File: config.mk
export PLATFORM = sky130hd
export DESIGN_NAME = sys_mem_arb_flat
export DESIGN_NICKNAME = d
export VERILOG_FILES = /design/src/rtl/sys_mem_arb_if.sv /design/src/rtl/sys_mem_arb.sv /design/src/flat_wrapper.sv
export SDC_FILE = /design/constraint.sdc
export NUM_CORES = 1
export LEC_CHECK = 0
export CAP_MARGIN = 5
export CORE_AREA = 2 2 152 154
export CTS_CLUSTER_DIAMETER = 50
export DETAILED_ROUTE_END_ITERATION = 16
export DIE_AREA = 0 0 154 156
export HOLD_SLACK_MARGIN = 0.15
export PLACE_DENSITY = 0.71
export SLEW_MARGIN = 20
export SYNTH_ARGS = -nofsm -noshare
export SYNTH_HDL_FRONTEND = slang
export SYNTH_SLANG_ARGS = --single-unit
File: constraint.sdc
create_clock -name clk -period 4.8 [get_ports clk]
set_input_delay 1.44 -clock clk [delete_from_list [all_inputs] [get_ports clk]]
set_output_delay 1.44 -clock clk [all_outputs]
set_load 0.1 [all_outputs]
File: src/rtl/sys_mem_arb_if.sv
// Agent-side and memory-side bus of the shared memory arbiter.
// The arbiter connects through the slave modport; the requesting side
// (agents plus memory model) uses the master modport.
interface sys_mem_arb_if #(
    parameter int NUM_AGENTS     = 4,
    parameter int SYS_MEM_DATA_W = 32,
    parameter int SYS_MEM_ADDR_W = 27
);
    logic [NUM_AGENTS-1:0]                agent_wren;
    logic [NUM_AGENTS-1:0]                agent_rden;
    logic [NUM_AGENTS*SYS_MEM_ADDR_W-1:0] agent_addr;
    logic [NUM_AGENTS*SYS_MEM_DATA_W-1:0] agent_wdata;
    logic [NUM_AGENTS-1:0]                agent_wait;
    logic [NUM_AGENTS-1:0]                agent_rd_valid;
    logic [SYS_MEM_DATA_W-1:0]            agent_rdata;

    logic                                 sys_mem_wait;
    logic                                 sys_mem_wren;
    logic                                 sys_mem_rden;
    logic [SYS_MEM_ADDR_W-1:0]            sys_mem_addr;
    logic [SYS_MEM_DATA_W-1:0]            sys_mem_wdata;
    logic                                 sys_mem_rd_valid;
    logic [SYS_MEM_DATA_W-1:0]            sys_mem_rdata;

    modport slave (
        input  agent_wren, agent_rden, agent_addr, agent_wdata,
        input  sys_mem_wait, sys_mem_rd_valid, sys_mem_rdata,
        output agent_wait, agent_rd_valid, agent_rdata,
        output sys_mem_wren, sys_mem_rden, sys_mem_addr, sys_mem_wdata
    );

    modport master (
        output agent_wren, agent_rden, agent_addr, agent_wdata,
        output sys_mem_wait, sys_mem_rd_valid, sys_mem_rdata,
        input  agent_wait, agent_rd_valid, agent_rdata,
        input  sys_mem_wren, sys_mem_rden, sys_mem_addr, sys_mem_wdata
    );
endinterface

File: src/rtl/sys_mem_arb.sv
// Round-robin arbiter sharing one memory port among NUM_AGENTS agents.
// Each transfer takes an IDLE (arbitrate) cycle then one or more GRANT cycles.
// Read returns come back in order; a tag FIFO remembers which agent owns each.
// The bus interface must be instantiated with the same NUM_AGENTS / widths.
module sys_mem_arb #(
    parameter int NUM_AGENTS     = 4,
    parameter int SYS_MEM_DATA_W = 32,
    parameter int SYS_MEM_ADDR_W = 27,
    parameter int RD_TAG_DEPTH   = 8,
    localparam int TAG_W         = (NUM_AGENTS > 1) ? $clog2(NUM_AGENTS) : 1,
    localparam int PTR_W         = $clog2(RD_TAG_DEPTH)
) (
    input  logic             clk,
    input  logic             rst,
    sys_mem_arb_if.slave     bus,
    output logic [PTR_W:0]   rd_outstanding,
    output logic             rd_err
);

    localparam logic [0:0]     IDLE     = 1'b0;
    localparam logic [0:0]     GRANT    = 1'b1;
    localparam logic [PTR_W:0] FULL_CNT = (PTR_W + 1)'(RD_TAG_DEPTH);

    logic [0:0]                state, state_nxt;
    logic [TAG_W-1:0]          gnt, gnt_nxt;
    logic [TAG_W-1:0]          last_gnt, last_gnt_nxt;

    logic [NUM_AGENTS-1:0]     eligible;
    logic                      found;
    logic [TAG_W-1:0]          pick, cand;

    logic                      in_grant, req_wr, req_rd, cmd_rd;
    logic                      xfer_done, abort;
    logic [SYS_MEM_ADDR_W-1:0] gnt_addr, addr_hold;
    logic [SYS_MEM_DATA_W-1:0] gnt_wdata, wdata_hold;

    logic [TAG_W-1:0]          tag_mem [RD_TAG_DEPTH];
    logic [PTR_W-1:0]          wr_ptr, rd_ptr;
    logic [PTR_W:0]            count;
    logic                      push, pop;

    assign in_grant  = (state == GRANT);
    assign req_wr    = bus.agent_wren[gnt];
    assign req_rd    = bus.agent_rden[gnt];
    assign cmd_rd    = req_rd & ~req_wr;   // write wins when both are asserted
    assign xfer_done = in_grant & (req_wr | req_rd) & ~bus.sys_mem_wait;
    assign abort     = in_grant & ~(req_wr | req_rd);
    assign gnt_addr  = bus.agent_addr[int'(gnt)*SYS_MEM_ADDR_W +: SYS_MEM_ADDR_W];
    assign gnt_wdata = bus.agent_wdata[int'(gnt)*SYS_MEM_DATA_W +: SYS_MEM_DATA_W];

    // A full tag FIFO only blocks reads; writes stay eligible.
    assign eligible = bus.agent_wren | (bus.agent_rden & {NUM_AGENTS{count < FULL_CNT}});

    assign push = xfer_done & cmd_rd;
    assign pop  = bus.sys_mem_rd_valid & (count != '0);

    assign bus.sys_mem_wren  = in_grant & req_wr & ~rst;
    assign bus.sys_mem_rden  = in_grant & cmd_rd & ~rst;
    assign bus.sys_mem_addr  = in_grant ? gnt_addr  : addr_hold;
    assign bus.sys_mem_wdata = in_grant ? gnt_wdata : wdata_hold;
    assign bus.agent_rdata   = bus.sys_mem_rdata;
    assign rd_outstanding    = count;

    // Round-robin pick: first eligible agent after last_gnt, wrapping.
    always_comb begin
        found = 1'b0;
        pick  = '0;
        cand  = '0;
        for (int k = 1; k <= NUM_AGENTS; k++) begin
            cand = TAG_W'((int'(last_gnt) + k) % NUM_AGENTS);
            if (!found && eligible[cand]) begin
                found = 1'b1;
                pick  = cand;
            end
        end
    end

    // Only the granted agent sees the memory stall; everyone else waits.
    always_comb begin
        bus.agent_wait = '1;
        if (in_grant && !rst) begin
            bus.agent_wait[gnt] = bus.sys_mem_wait;
        end
    end

    // Read-data strobe goes to the owner of the head tag.
    always_comb begin
        bus.agent_rd_valid = '0;
        if (pop && !rst) begin
            bus.agent_rd_valid[tag_mem[rd_ptr]] = 1'b1;
        end
    end

    // Next-state logic for the IDLE/GRANT controller.
    always_comb begin
        state_nxt    = state;
        gnt_nxt      = gnt;
        last_gnt_nxt = last_gnt;
        if (!in_grant) begin
            if (found) begin
                state_nxt = GRANT;
                gnt_nxt   = pick;
            end
        end else if (abort) begin
            state_nxt = IDLE;
        end else if (xfer_done) begin
            state_nxt    = IDLE;
            last_gnt_nxt = gnt;
        end
    end

    // Controller state and held memory address/data.
    always_ff @(posedge clk) begin
        if (rst) begin
            state      <= IDLE;
            gnt        <= '0;
            last_gnt   <= TAG_W'(NUM_AGENTS - 1);
            addr_hold  <= '0;
            wdata_hold <= '0;
        end else begin
            state    <= state_nxt;
            gnt      <= gnt_nxt;
            last_gnt <= last_gnt_nxt;
            if (in_grant) begin
                addr_hold  <= gnt_addr;
                wdata_hold <= gnt_wdata;
            end
        end
    end

    // Tag FIFO pointers, occupancy and the sticky underflow flag.
    always_ff @(posedge clk) begin
        if (rst) begin
            wr_ptr <= '0;
            rd_ptr <= '0;
            count  <= '0;
            rd_err <= 1'b0;
        end else begin
            if (push) wr_ptr <= wr_ptr + 1'b1;
            if (pop)  rd_ptr <= rd_ptr + 1'b1;
            if (push && !pop)      count <= count + 1'b1;
            else if (!push && pop) count <= count - 1'b1;
            if (bus.sys_mem_rd_valid && (count == '0)) rd_err <= 1'b1;
        end
    end

    // Tag storage; contents are don't-care until written.
    always_ff @(posedge clk) begin
        if (!rst && push) begin
            tag_mem[wr_ptr] <= gnt;
        end
    end

endmodule

File: src/flat_wrapper.sv
// flat-port wrapper written by rule: the top's interface ports become plain ports
module sys_mem_arb_flat 
#(
    parameter int NUM_AGENTS     = 4,
    parameter int SYS_MEM_DATA_W = 32,
    parameter int SYS_MEM_ADDR_W = 27,
    parameter int RD_TAG_DEPTH   = 8,
    localparam int TAG_W         = (NUM_AGENTS > 1) ? $clog2(NUM_AGENTS) : 1,
    localparam int PTR_W         = $clog2(RD_TAG_DEPTH)
)
  (clk, rst, rd_outstanding, rd_err, bus_agent_wren, bus_agent_rden, bus_agent_addr, bus_agent_wdata, bus_sys_mem_wait, bus_sys_mem_rd_valid, bus_sys_mem_rdata, bus_agent_wait, bus_agent_rd_valid, bus_agent_rdata, bus_sys_mem_wren, bus_sys_mem_rden, bus_sys_mem_addr, bus_sys_mem_wdata);
  sys_mem_arb_if #(.NUM_AGENTS(NUM_AGENTS), .SYS_MEM_DATA_W(SYS_MEM_DATA_W), .SYS_MEM_ADDR_W(SYS_MEM_ADDR_W)) bus_i ();
  input  logic clk;
  input  logic rst;
  output logic [PTR_W:0] rd_outstanding;
  output logic rd_err;
  input wire logic [$bits(bus_i.agent_wren)-1:0] bus_agent_wren;
  input wire logic [$bits(bus_i.agent_rden)-1:0] bus_agent_rden;
  input wire logic [$bits(bus_i.agent_addr)-1:0] bus_agent_addr;
  input wire logic [$bits(bus_i.agent_wdata)-1:0] bus_agent_wdata;
  input wire logic [$bits(bus_i.sys_mem_wait)-1:0] bus_sys_mem_wait;
  input wire logic [$bits(bus_i.sys_mem_rd_valid)-1:0] bus_sys_mem_rd_valid;
  input wire logic [$bits(bus_i.sys_mem_rdata)-1:0] bus_sys_mem_rdata;
  output wire logic [$bits(bus_i.agent_wait)-1:0] bus_agent_wait;
  output wire logic [$bits(bus_i.agent_rd_valid)-1:0] bus_agent_rd_valid;
  output wire logic [$bits(bus_i.agent_rdata)-1:0] bus_agent_rdata;
  output wire logic [$bits(bus_i.sys_mem_wren)-1:0] bus_sys_mem_wren;
  output wire logic [$bits(bus_i.sys_mem_rden)-1:0] bus_sys_mem_rden;
  output wire logic [$bits(bus_i.sys_mem_addr)-1:0] bus_sys_mem_addr;
  output wire logic [$bits(bus_i.sys_mem_wdata)-1:0] bus_sys_mem_wdata;
  assign bus_i.agent_wren = bus_agent_wren;
  assign bus_i.agent_rden = bus_agent_rden;
  assign bus_i.agent_addr = bus_agent_addr;
  assign bus_i.agent_wdata = bus_agent_wdata;
  assign bus_i.sys_mem_wait = bus_sys_mem_wait;
  assign bus_i.sys_mem_rd_valid = bus_sys_mem_rd_valid;
  assign bus_i.sys_mem_rdata = bus_sys_mem_rdata;
  assign bus_agent_wait = bus_i.agent_wait;
  assign bus_agent_rd_valid = bus_i.agent_rd_valid;
  assign bus_agent_rdata = bus_i.agent_rdata;
  assign bus_sys_mem_wren = bus_i.sys_mem_wren;
  assign bus_sys_mem_rden = bus_i.sys_mem_rden;
  assign bus_sys_mem_addr = bus_i.sys_mem_addr;
  assign bus_sys_mem_wdata = bus_i.sys_mem_wdata;
  sys_mem_arb #(.NUM_AGENTS(NUM_AGENTS), .SYS_MEM_DATA_W(SYS_MEM_DATA_W), .SYS_MEM_ADDR_W(SYS_MEM_ADDR_W), .RD_TAG_DEPTH(RD_TAG_DEPTH)) u_core (.clk(clk), .rst(rst), .bus(bus_i), .rd_outstanding(rd_outstanding), .rd_err(rd_err));
endmodule
After elaboration in Yosys (flattened, before gate mapping) --
Memories as Yosys holds them, arrays and structs flattened. A register that Yosys moved wholly into a read port is not among the register bits. Index checks and enable logic that the tools add are counted. Widths: inputs -> output; s select.
Storage, ports and cells: register bits 75, latch bits 0, RAM bits 16, ROM bits 0, input port bits 280, output and inout port bits 106, logic and storage cells 111, memories 1
Cells by class: $add $sub $neg 8, $mul 1, div/mod/pow operators 0, $lt $le $gt $ge 9, eq/ne operators 0, shift-type cells 2, muxes and demuxes 38, bitwise operators 21, reductions and logical operators 22
Memories:
- u_core.tag_mem | depth 8, width 2, rd ports 1, clocked after Yosys merged registers in 1, write ports 1, RTL line sys_mem_arb.sv:37 | logic [TAG_W-1:0] tag_mem [RD_TAG_DEPTH];
Operators by type and width (number):
- $shiftx 128x8->32 | 1
- $shiftx 108x32->27 | 1
- $mux 32 | 1
- $mux 27 | 1
- $lt 2x3->1 const B | 6
- $mux 1 | 18
- $mux 4 | 4
- $bmux 1 s2 | 6
- $logic_and 1x1->1 | 11
- $and 1x1->1 | 10
- $mux 2 | 4
- $or 4x4->4 | 2
- $mul 2x5->7 const B | 1
- $add 3x1->3 const B | 2
- $logic_not 1->1 | 6
- $mux 3 | 2
- $not 1->1 | 6
- $add 2x1->2 const B | 2
- $add 2x2->2 const B | 2
- $add 4x1->4 const B | 1
- $and 4x4->4 | 1
- $demux 1 s2 | 2
- $ge 2x1->1 const B | 2
- $logic_not 4->1 | 1
- 8 further kinds | 8

Depth between registers and ports, before layout --
Gate-level depths: netlist of the first run.
depth after elaboration 17, depth in mapped cells 11

Worst setup path before layout of the first run --
OpenSTA, ideal clock, no wires.
path kind input to output, start in bus_agent_wren[3], end out bus_sys_mem_rden, arrival time 4.310 ns, required time 3.360 ns, path slack -0.950 ns, cell stages on the path 3, cells stage by stage nand2b_1 mux4_2 nor3b_1
Between the ends: longest elaborated chain between the ends 6
Ends and longest elaborated chain:
- from (decl) | RTL line flat_wrapper.sv:17 | input wire logic [$bits(bus_i.agent_wren)-1:0] bus_agent_wren;
- $bmux 1 s2 | RTL line sys_mem_arb.sv:43 | assign req_wr = bus.agent_wren[gnt];
- $mux 1 (not written as such) | RTL line sys_mem_arb.sv:43
- $not 1->1 | RTL line sys_mem_arb.sv:45 | assign cmd_rd = req_rd & ~req_wr;
- $and 1x1->1 | RTL line sys_mem_arb.sv:45
- $and 1x1->1 (2 in a row) | RTL line sys_mem_arb.sv:58 | assign bus.sys_mem_rden = in_grant & cmd_rd & ~rst;
- to (decl) | RTL line flat_wrapper.sv:28 | output wire logic [$bits(bus_i.sys_mem_rden)-1:0] bus_sys_mem_rden;
No other way between the ends. The select of a mux whose other input is x is not followed.

Worst setup path in the final report of the first run --
start in bus_agent_wren[0], end out bus_sys_mem_rden
The elaborated chain is that of the path after synthesis.

==> results of run 1 <==
synth_stat cells (all sizes together), types with 4 or more instances:
cell | number | share of area (%)
mux2i | 5 | 0.86
inv | 4 | 0.26
clkbuf | 14 | 0.90
nor2 | 30 | 2.1
mux2 | 61 | 13
or3 | 4 | 0.52
nor2b | 60 | 6.4
edfxtp | 16 | 8.3
nand2 | 8 | 0.52
nand2b | 8 | 0.86
mux4 | 66 | 26
nor3 | 4 | 0.34
buf | 51 | 6.9
dfxtp | 78 | 27
a21oi | 11 | 0.95
ha | 5 | 1.1
flip-flops by register name (all words and copies together), names as in the netlist, named ones only:
| register | cells |
|---|---|
| u_core.wdata_hold | 32 |
| u_core.rd_outstanding | 4 |
| u_core.gnt | 2 |
| u_core.tag_mem | 16 |
| u_core.wr_ptr | 3 |
| u_core.in_grant | 1 |
| u_core.addr_hold | 27 |
| u_core.rd_err | 1 |
| u_core.last_gnt | 2 |
| u_core.rd_ptr | 3 |
through the flow:
stage	instance area, µm²	setup WS (ps)	util, %
after global placement	9680	272	43.3
after detailed placement	9680	252	43.3
after global routing	9970	209	44.6
after CTS	9970	252	44.6
final	9970	261	44.6
after floorplan	5830	48.6	-
logic make-up (layout without fill, tap and decap cells):
| logic type | Yosys count | in the layout | synth area share (%) |
|---|---|---|---|
| compound gates | 23 | 23 | 2.39 |
| fa+ha+maj | 6 | 6 | 1.42 |
| buf+inv | 69 | 345 | 8.08 |
| simple gates | 127 | 127 | 12.5 |
| flops | 94 | 94 | 35.1 |
| xor+xnor | 5 | 5 | 0.753 |
| mux | 132 | 132 | 39.7 |
tightest hold or removal path, stage by stage (launching register included):
cell and delay, ps:
sky130_fd_sc_hd__dfxtp_1 340, sky130_fd_sc_hd__a21oi_1 40, sky130_fd_sc_hd__nor2_1 80
how the worst max path moves through the flow:
stage                 startpoint                to  slack (ps)  depth (start not counted)
3_5_place_dp   bus_agent_wren[0]  bus_sys_mem_rden         250                          5
5_1_grt        bus_agent_wren[0]  bus_sys_mem_rden         210                          5
2_1_floorplan  bus_agent_wren[3]  bus_sys_mem_rden          50                          3
4_1_cts        bus_agent_wren[0]  bus_sys_mem_rden         250                          5
6_report       bus_agent_wren[0]  bus_sys_mem_rden         260                          5
3_3_place_gp   bus_agent_wren[0]  bus_sys_mem_rden         270                          5
report_power, final:
part / internal (mW) / switching (mW)
Clock: 0.364 / 0.345
Sequential: 0.889 / 0.0924
Combinational: 0.948 / 1.21
area by class of cell:
cell class / instances / area share (%)
clock buffers: 9 / 2.26
repair buffers: 325 / 39.5
well taps: 285 / 3.58
clock inverters: 7 / 0.677
flip-flops and latches: 94 / 20.6
inverters: 4 / 0.151
multi-input cells: 293 / 33.2
metal layers:
metal	up-vias	wire, µm
met5	-	0
met4	0	301
met3	26	1030
met2	178	9740
met1	2252	6820
li1	2198	-
==> summary.txt, run 1 <==
Placed design
  • Count of input and output buffers: 321
  • Sum of net half-perimeters after detailed placement: 14200 µm
  • Cells after DPL: 1001
  • GPL Wtd Cong: 0.739

Worst hold path
  • Endpoint of the worst hold-timing path: u_core.rd_err
  • Cell count of the worst hold path: 2
  • Hold Startpoint: u_core.rd_err
  • Hold Path Class: reg2reg

Finish
  • Most common cell after layout, fill and taps aside: sky130_fd_sc_hd__clkdlybuf4s50_1
  • Antenna Diode Count: 0
  • Multi-input gate area in the final layout: 0.00331 mm²
  • Fill cell instance count of the final layout: 2058
  • Area overhead of the layout relative to synthesis: 71.4%
  • Layout Cells excl Fill: 1017
  • Area occupied by registers: 0.00205 mm²
  • Top library cells by usage in the layout, fill and taps aside: sky130_fd_sc_hd__clkdlybuf4s50_1 (251), sky130_fd_sc_hd__dfxtp_1 (75), sky130_fd_sc_hd__buf_12 (70), sky130_fd_sc_hd__mux4_2 (66), sky130_fd_sc_hd__nor2b_1 (60)
  • Final layout net count: 1013
  • Fraction of layout cells with a size suffix above 1: 31.1%

Logic synthesis
  • Yosys Warn Count: 0
  • Most used flip-flop cell after synthesis: sky130_fd_sc_hd__dfxtp_1
  • Count of cell types in the netlist: 44
  • Synth Net Count: 742
  • Post-Synthesis Mean Instance Area: 12.8 µm²
  • Proportion of register bits with asynchronous set or reset after synthesis: 0%
  • Sequential area share after synthesis: 35.1%
  • Number of flops mapped to enable cells by yosys: 16
  • Number of instances in the synthesized netlist: 456
  • Number of storage elements in the synthesis netlist: 94
  • Area of the mapped netlist: 0.00582 mm²

Drt
  • Detailed router's first-iteration violation count: 235
  • Pre-antenna DRT Iters: 4
  • Vias per std cell: 4.58
  • Vias after detailed routing: 4654
  • Antenna viol nets, final: 0
  • Average wire per cell in the routed design: 17.6 µm
  • Residual DRC: 0
  • Wire length after detailed routing: 17900 µm

Setup path
  • Arrival time worst endpoint: 3100 ps
  • Worst reg2reg setup slack: 1590 ps
  • Req. time, crit path: 3360 ps
  • Largest delay contributor family on the critical path: buffers and inverters
  • Reg2Reg Capture Point: u_core.rd_outstanding[3]
  • Worst Path Max Fanout: 4
  • Type of element launching the critical path: input pin
  • Buffers and inverters on the worst path: 2
  • Worst Setup End Kind: primary output
  • CP max-delay cell: sky130_fd_sc_hd__mux4_2
  • Largest incremental delay on the critical path: 550 ps
  • Worst-case reg-to-reg path depth: 10
  • Startpoint-to-endpoint class of the critical path: in2out
  • Start of the worst register-to-register path: u_core.gnt[1]
  • Cells along the critical path: clkdlybuf4s50_1 -> nand2b_1 -> mux4_2 -> nor3b_2 -> buf_12

Global route
  • Maximum number of pins on one net before global-route repair: 76
  • Global-route track usage on met1: 16.9%
  • Via count of the first global-routing pass: 4990
  • GR peak layer: met2
  • Met3 demand-to-capacity share in global routing: 3.58%
  • First-pass GRT wire length: 27200 µm
  • Grt total ovfl: 0
  • Number of antenna violations at the first check in global routing: 0
  • GRT Resource Usage Total: 14.7%
  • Grt met2 use: 27.1%

Clocking
  • Clock transition at the registers of the reported paths: 70 ps
  • Post-cts hold buffer count: 0
  • Level count of the clock H-tree: 3
  • CTS tree: built
  • # resized after CTS: 0
  • Clock Sinks: 94
  • Clock tree root buffer cell: sky130_fd_sc_hd__clkbuf_16
  • Max clock buf depth: 2
  • Setup bufs post-CTS: 0
  • Clock Latency Late Sink: 350 ps
  • Cts bufs inserted: 9

Pwr
  • Worst supply voltage drop on vdd: 0.175 mV
  • Static Leak: 3.63 nW
  • Post-layout power: 3.85 mW
  • Power density over the cells: 386 mW/mm²

Run
  • Count of maximum capacitance violations: 0

Floorplanning
  • Floorplan Core Area: 0.0224 mm²
  • Placement row count: 55
  • I/O pins: 386
  • Die outline height: 156 µm
  • Starting Density: 26.0%
  • Die area: 0.0240 mm²
  • Die width: 154 µm

Timing
  • Slew Limit Headroom: 33.3%
  • Transition time at the pin with the least slew margin: 997 ps
  • Setup Total Neg Slack: 0 ps
  • Endpoints failing hold: 0
  • RSZ-0062 raised after global routing: false
  • Part of the cycle the worst path needs: 94.6%
  • Post-Route Hold Slack: 490 ps
  • Max Clk Rate: 220 MHz
  • Final Max Slew Viols: 0
  • Final period demand of the worst path: 4540 ps
  • Setup skew after layout: 18.0 ps
  • Count of endpoints failing setup in the final report: 0

Status
  • Result of the run: complete, no violations
Power figures use the tool's default switching activity.
==> run 2: changes to the inputs <==
--- a/config.mk
+++ b/config.mk
@@ -11,7 +11,6 @@
 export DETAILED_ROUTE_END_ITERATION = 16
 export DIE_AREA = 0 0 154 156
 export HOLD_SLACK_MARGIN = 0.15
-export PLACE_DENSITY = 0.71
 export SLEW_MARGIN = 20
 export SYNTH_ARGS = -nofsm -noshare
 export SYNTH_HDL_FRONTEND = slang
==> run 2 against run 1 <==
  * Wire length is 3.7% higher
  * Non-clock buffer count is 1 higher
  * Clock power up 11%
  * Hold slack lost 15 ps
  * Maximum frequency is essentially flat
  * Clock skew is 6.6 ps lower
  * Critical endpoint unchanged
  * Largest power group unchanged
==> summary.txt, run 2 (same netlist as run 1, synthesis figures left out) <==
Clocking
  • Max clock buf depth: 2 (unchanged)
  • Clock Sinks: 94 (unchanged)
  • Clock transition at the registers of the reported paths: 60 ps (about the same)
  • Setup bufs post-CTS: 0 (unchanged)
  • Post-cts hold buffer count: 0 (unchanged)
  • Cts bufs inserted: 9 (unchanged)
  • Clock tree root buffer cell: sky130_fd_sc_hd__clkbuf_16
  • # resized after CTS: 0 (unchanged)
  • CTS tree: built
  • Level count of the clock H-tree: 3 (unchanged)
  • Clock Latency Late Sink: 340 ps (about the same)

Drt
  • Vias after detailed routing: 4619 (-0.75%)
  • Wire length after detailed routing: 18500 µm (+3.7%)
  • Antenna viol nets, final: 0 (unchanged)
  • Average wire per cell in the routed design: 18.2 µm (+3.4%)
  • Residual DRC: 0 (unchanged)
  • Vias per std cell: 4.53 (-1.0%)
  • Pre-antenna DRT Iters: 4 (unchanged)
  • Met3 WL: 1090 µm (+5.9%)
  • Met1 WL: 7080 µm (+3.8%)
  • Highest signal layer in the routed design: met4
  • Detailed router's first-iteration violation count: 173 (-26%)
  • Met2 routed wirelength: 10100 µm (+3.8%)

Finish
  • Max reg flops: 32 (unchanged)
  • Area overhead of the layout relative to synthesis: 72.4%
  • Post-route design area: 0.0100 mm² (+0.59%)
  • Fraction of layout cells with a size suffix above 1: 31.1% (-0.042 points)
  • Fill cell instance count of the final layout: 2052 (-0.29%)
  • Layout Cells excl Fill: 1020 (+0.29%)
  • Top library cells by usage in the layout, fill and taps aside: sky130_fd_sc_hd__clkdlybuf4s50_1 (251), sky130_fd_sc_hd__dfxtp_1 (75), sky130_fd_sc_hd__buf_12 (71), sky130_fd_sc_hd__mux4_2 (66), sky130_fd_sc_hd__nor2b_1 (60)
  • Biggest registers after layout: u_core.wdata_hold x32, u_core.addr_hold x27, u_core.tag_mem x16
  • Most common cell after layout, fill and taps aside: sky130_fd_sc_hd__clkdlybuf4s50_1
  • Largest register by flop count: u_core.wdata_hold
  • Final layout net count: 1014 (+0.099%)

Timing
  • Count of endpoints failing setup in the final report: 0 (unchanged)
  • Part of the cycle the worst path needs: 94.6% (about the same)
  • Setup skew after layout: 11.4 ps (-6.59 ps)
  • Endpoints failing hold: 0 (unchanged)
  • RSZ-0062 raised after global routing: false
  • Final Max Slew Viols: 0 (unchanged)
  • Transition time at the pin with the least slew margin: 979 ps (-17.8 ps)
  • Final period demand of the worst path: 4540 ps (-0.756 ps)
  • Setup Total Neg Slack: 0 ps (unchanged)
  • Slew Limit Headroom: 34.7% (+1.4 points)
  • Max Clk Rate: 220 MHz (about the same)

Floorplanning
  • Starting Density: 26.0% (unchanged)
  • I/O pins: 386 (unchanged)
  • Die width: 154 µm (unchanged)
  • Placement row count: 55 (unchanged)
  • Die outline height: 156 µm (unchanged)
  • Die area: 0.0240 mm² (unchanged)
  • Floorplan Core Area: 0.0224 mm² (unchanged)

Global route
  • Grt total ovfl: 0 (unchanged)
  • Via count of the first global-routing pass: 4912 (-1.6%)
  • Number of antenna violations at the first check in global routing: 2 (+2)
  • Maximum number of pins on one net before global-route repair: 76 (unchanged)
  • First-pass GRT wire length: 27700 µm (+2.0%)
  • GRT Resource Usage Total: 15.2% (+0.52 points)

Setup path
  • Arrival time worst endpoint: 3100 ps (about the same)
  • Worst Setup End Kind: primary output
  • Type of element launching the critical path: input pin
  • Reg2Reg Capture Point: u_core.rd_outstanding[3]
  • Startpoint-to-endpoint class of the critical path: in2out
  • CP max-delay cell: sky130_fd_sc_hd__mux4_2
  • Worst Path Max Fanout: 4 (unchanged)
  • Req. time, crit path: 3360 ps (about the same)
  • Cells along the critical path: clkdlybuf4s50_1 -> nand2b_1 -> mux4_2 -> nor3b_2 -> buf_12
  • Start of the worst register-to-register path: u_core.gnt[1]
  • Worst-case reg-to-reg path depth: 10 (unchanged)
  • Largest incremental delay on the critical path: 540 ps (about the same)
  • Worst reg2reg setup slack: 1580 ps (about the same)

Pwr
  • Power density over the cells: 393 mW/mm² (+1.8%)
  • Switching share of total power: 41.4% (-1.4 points)
  • Worst supply voltage drop on vdd: 0.193 mV (+10%)
  • Post-layout power: 3.94 mW (+2.4%)
  • Clock network fraction of design power: 20.0% (+1.6 points)
  • Fraction of power consumed by sequential logic: 24.8% (-0.7 points)
  • Switch Pwr: 1.63 mW (-1.1%)
  • Part of the power in combinational logic: 55.2% (-0.9 points)
  • Pint: 2.31 mW (+4.9%)
  • Static Leak: 3.66 nW (+0.82%)

Run
  • Count of maximum capacitance violations: 0 (unchanged)

Placed design
  • GPL Wtd Cong: 0.785 (+6.1%)
  • Count of input and output buffers: 321 (unchanged)
  • Area after detailed placement: 0.00970 mm² (+0.21%)
  • Cells after DPL: 1002 (+0.10%)
  • Sum of net half-perimeters after detailed placement: 14800 µm (+4.2%)

Status
  • Result of the run: complete, no violations

Worst hold path
  • Hold Startpoint: u_core.rd_err
  • Cell count of the worst hold path: 2 (unchanged)
  • Endpoint of the worst hold-timing path: u_core.rd_err
  • Hold Path Class: reg2reg
-- run 2: final cells by class --
| class | instances | area, µm² | area share, % |
|---|---|---|---|
| diodes | 2 | 5.00 | 0.0499 |
| clock buffers | 10 | 229 | 2.28 |
| clock inverters | 6 | 97.6 | 0.973 |
| inverters | 4 | 15.0 | 0.150 |
| multi-input cells | 293 | 3310 | 33.0 |
| flip-flops and latches | 94 | 2050 | 20.5 |
| well taps | 285 | 357 | 3.55 |
| repair buffers | 326 | 3960 | 39.5 |
-- run 2: power groups by stage --
stage | combinational, mW | sequential [mW] | clock [mW]
CTS | 2.20 | 0.980 | 0.825
detailed placement | 2.20 | 0.997 | 0
global route | 2.27 | 0.990 | 0.854
floorplan | 1.46 | 1.06 | 0
finish | 2.18 | 0.976 | 0.789
global placement | 2.19 | 0.994 | 0
-- run 2: routing by layer --
layer / up-vias / global-route usage, %
met5: - / 0
met4: 0 / 4.45
met3: 13 / 4.08
met2: 182 / 27.6
li1: 2203 / -
met1: 2221 / 17.5
-- run 2: stage by stage --
step / setup slack (ps) / utilization (%) / hold slack (ps)
2_1_floorplan: 48.6 / - / 459
3_3_place_gp: 275 / 43.4 / 458
3_5_place_dp: 250 / 43.4 / 475
4_1_cts: 250 / 44.8 / 490
5_1_grt: 174 / 44.9 / 522
6_report: 262 / 44.9 / 476
-- run 2: worst max-delay path by stage --
stage                       from          endpoint  depth (start not counted)
3_3_place_gp   bus_agent_wren[1]  bus_sys_mem_rden                          5
2_1_floorplan  bus_agent_wren[3]  bus_sys_mem_rden                          3
3_5_place_dp   bus_agent_wren[1]  bus_sys_mem_rden                          5
6_report       bus_agent_wren[0]  bus_sys_mem_rden                          5
4_1_cts        bus_agent_wren[1]  bus_sys_mem_rden                          5
5_1_grt        bus_agent_wren[0]  bus_sys_mem_rden                          5
-- run 2: critical path, delay by kind of cell --
kind,cells,cell delay (ps)
buf+inv,2,670
simple gates,2,440
mux,1,540
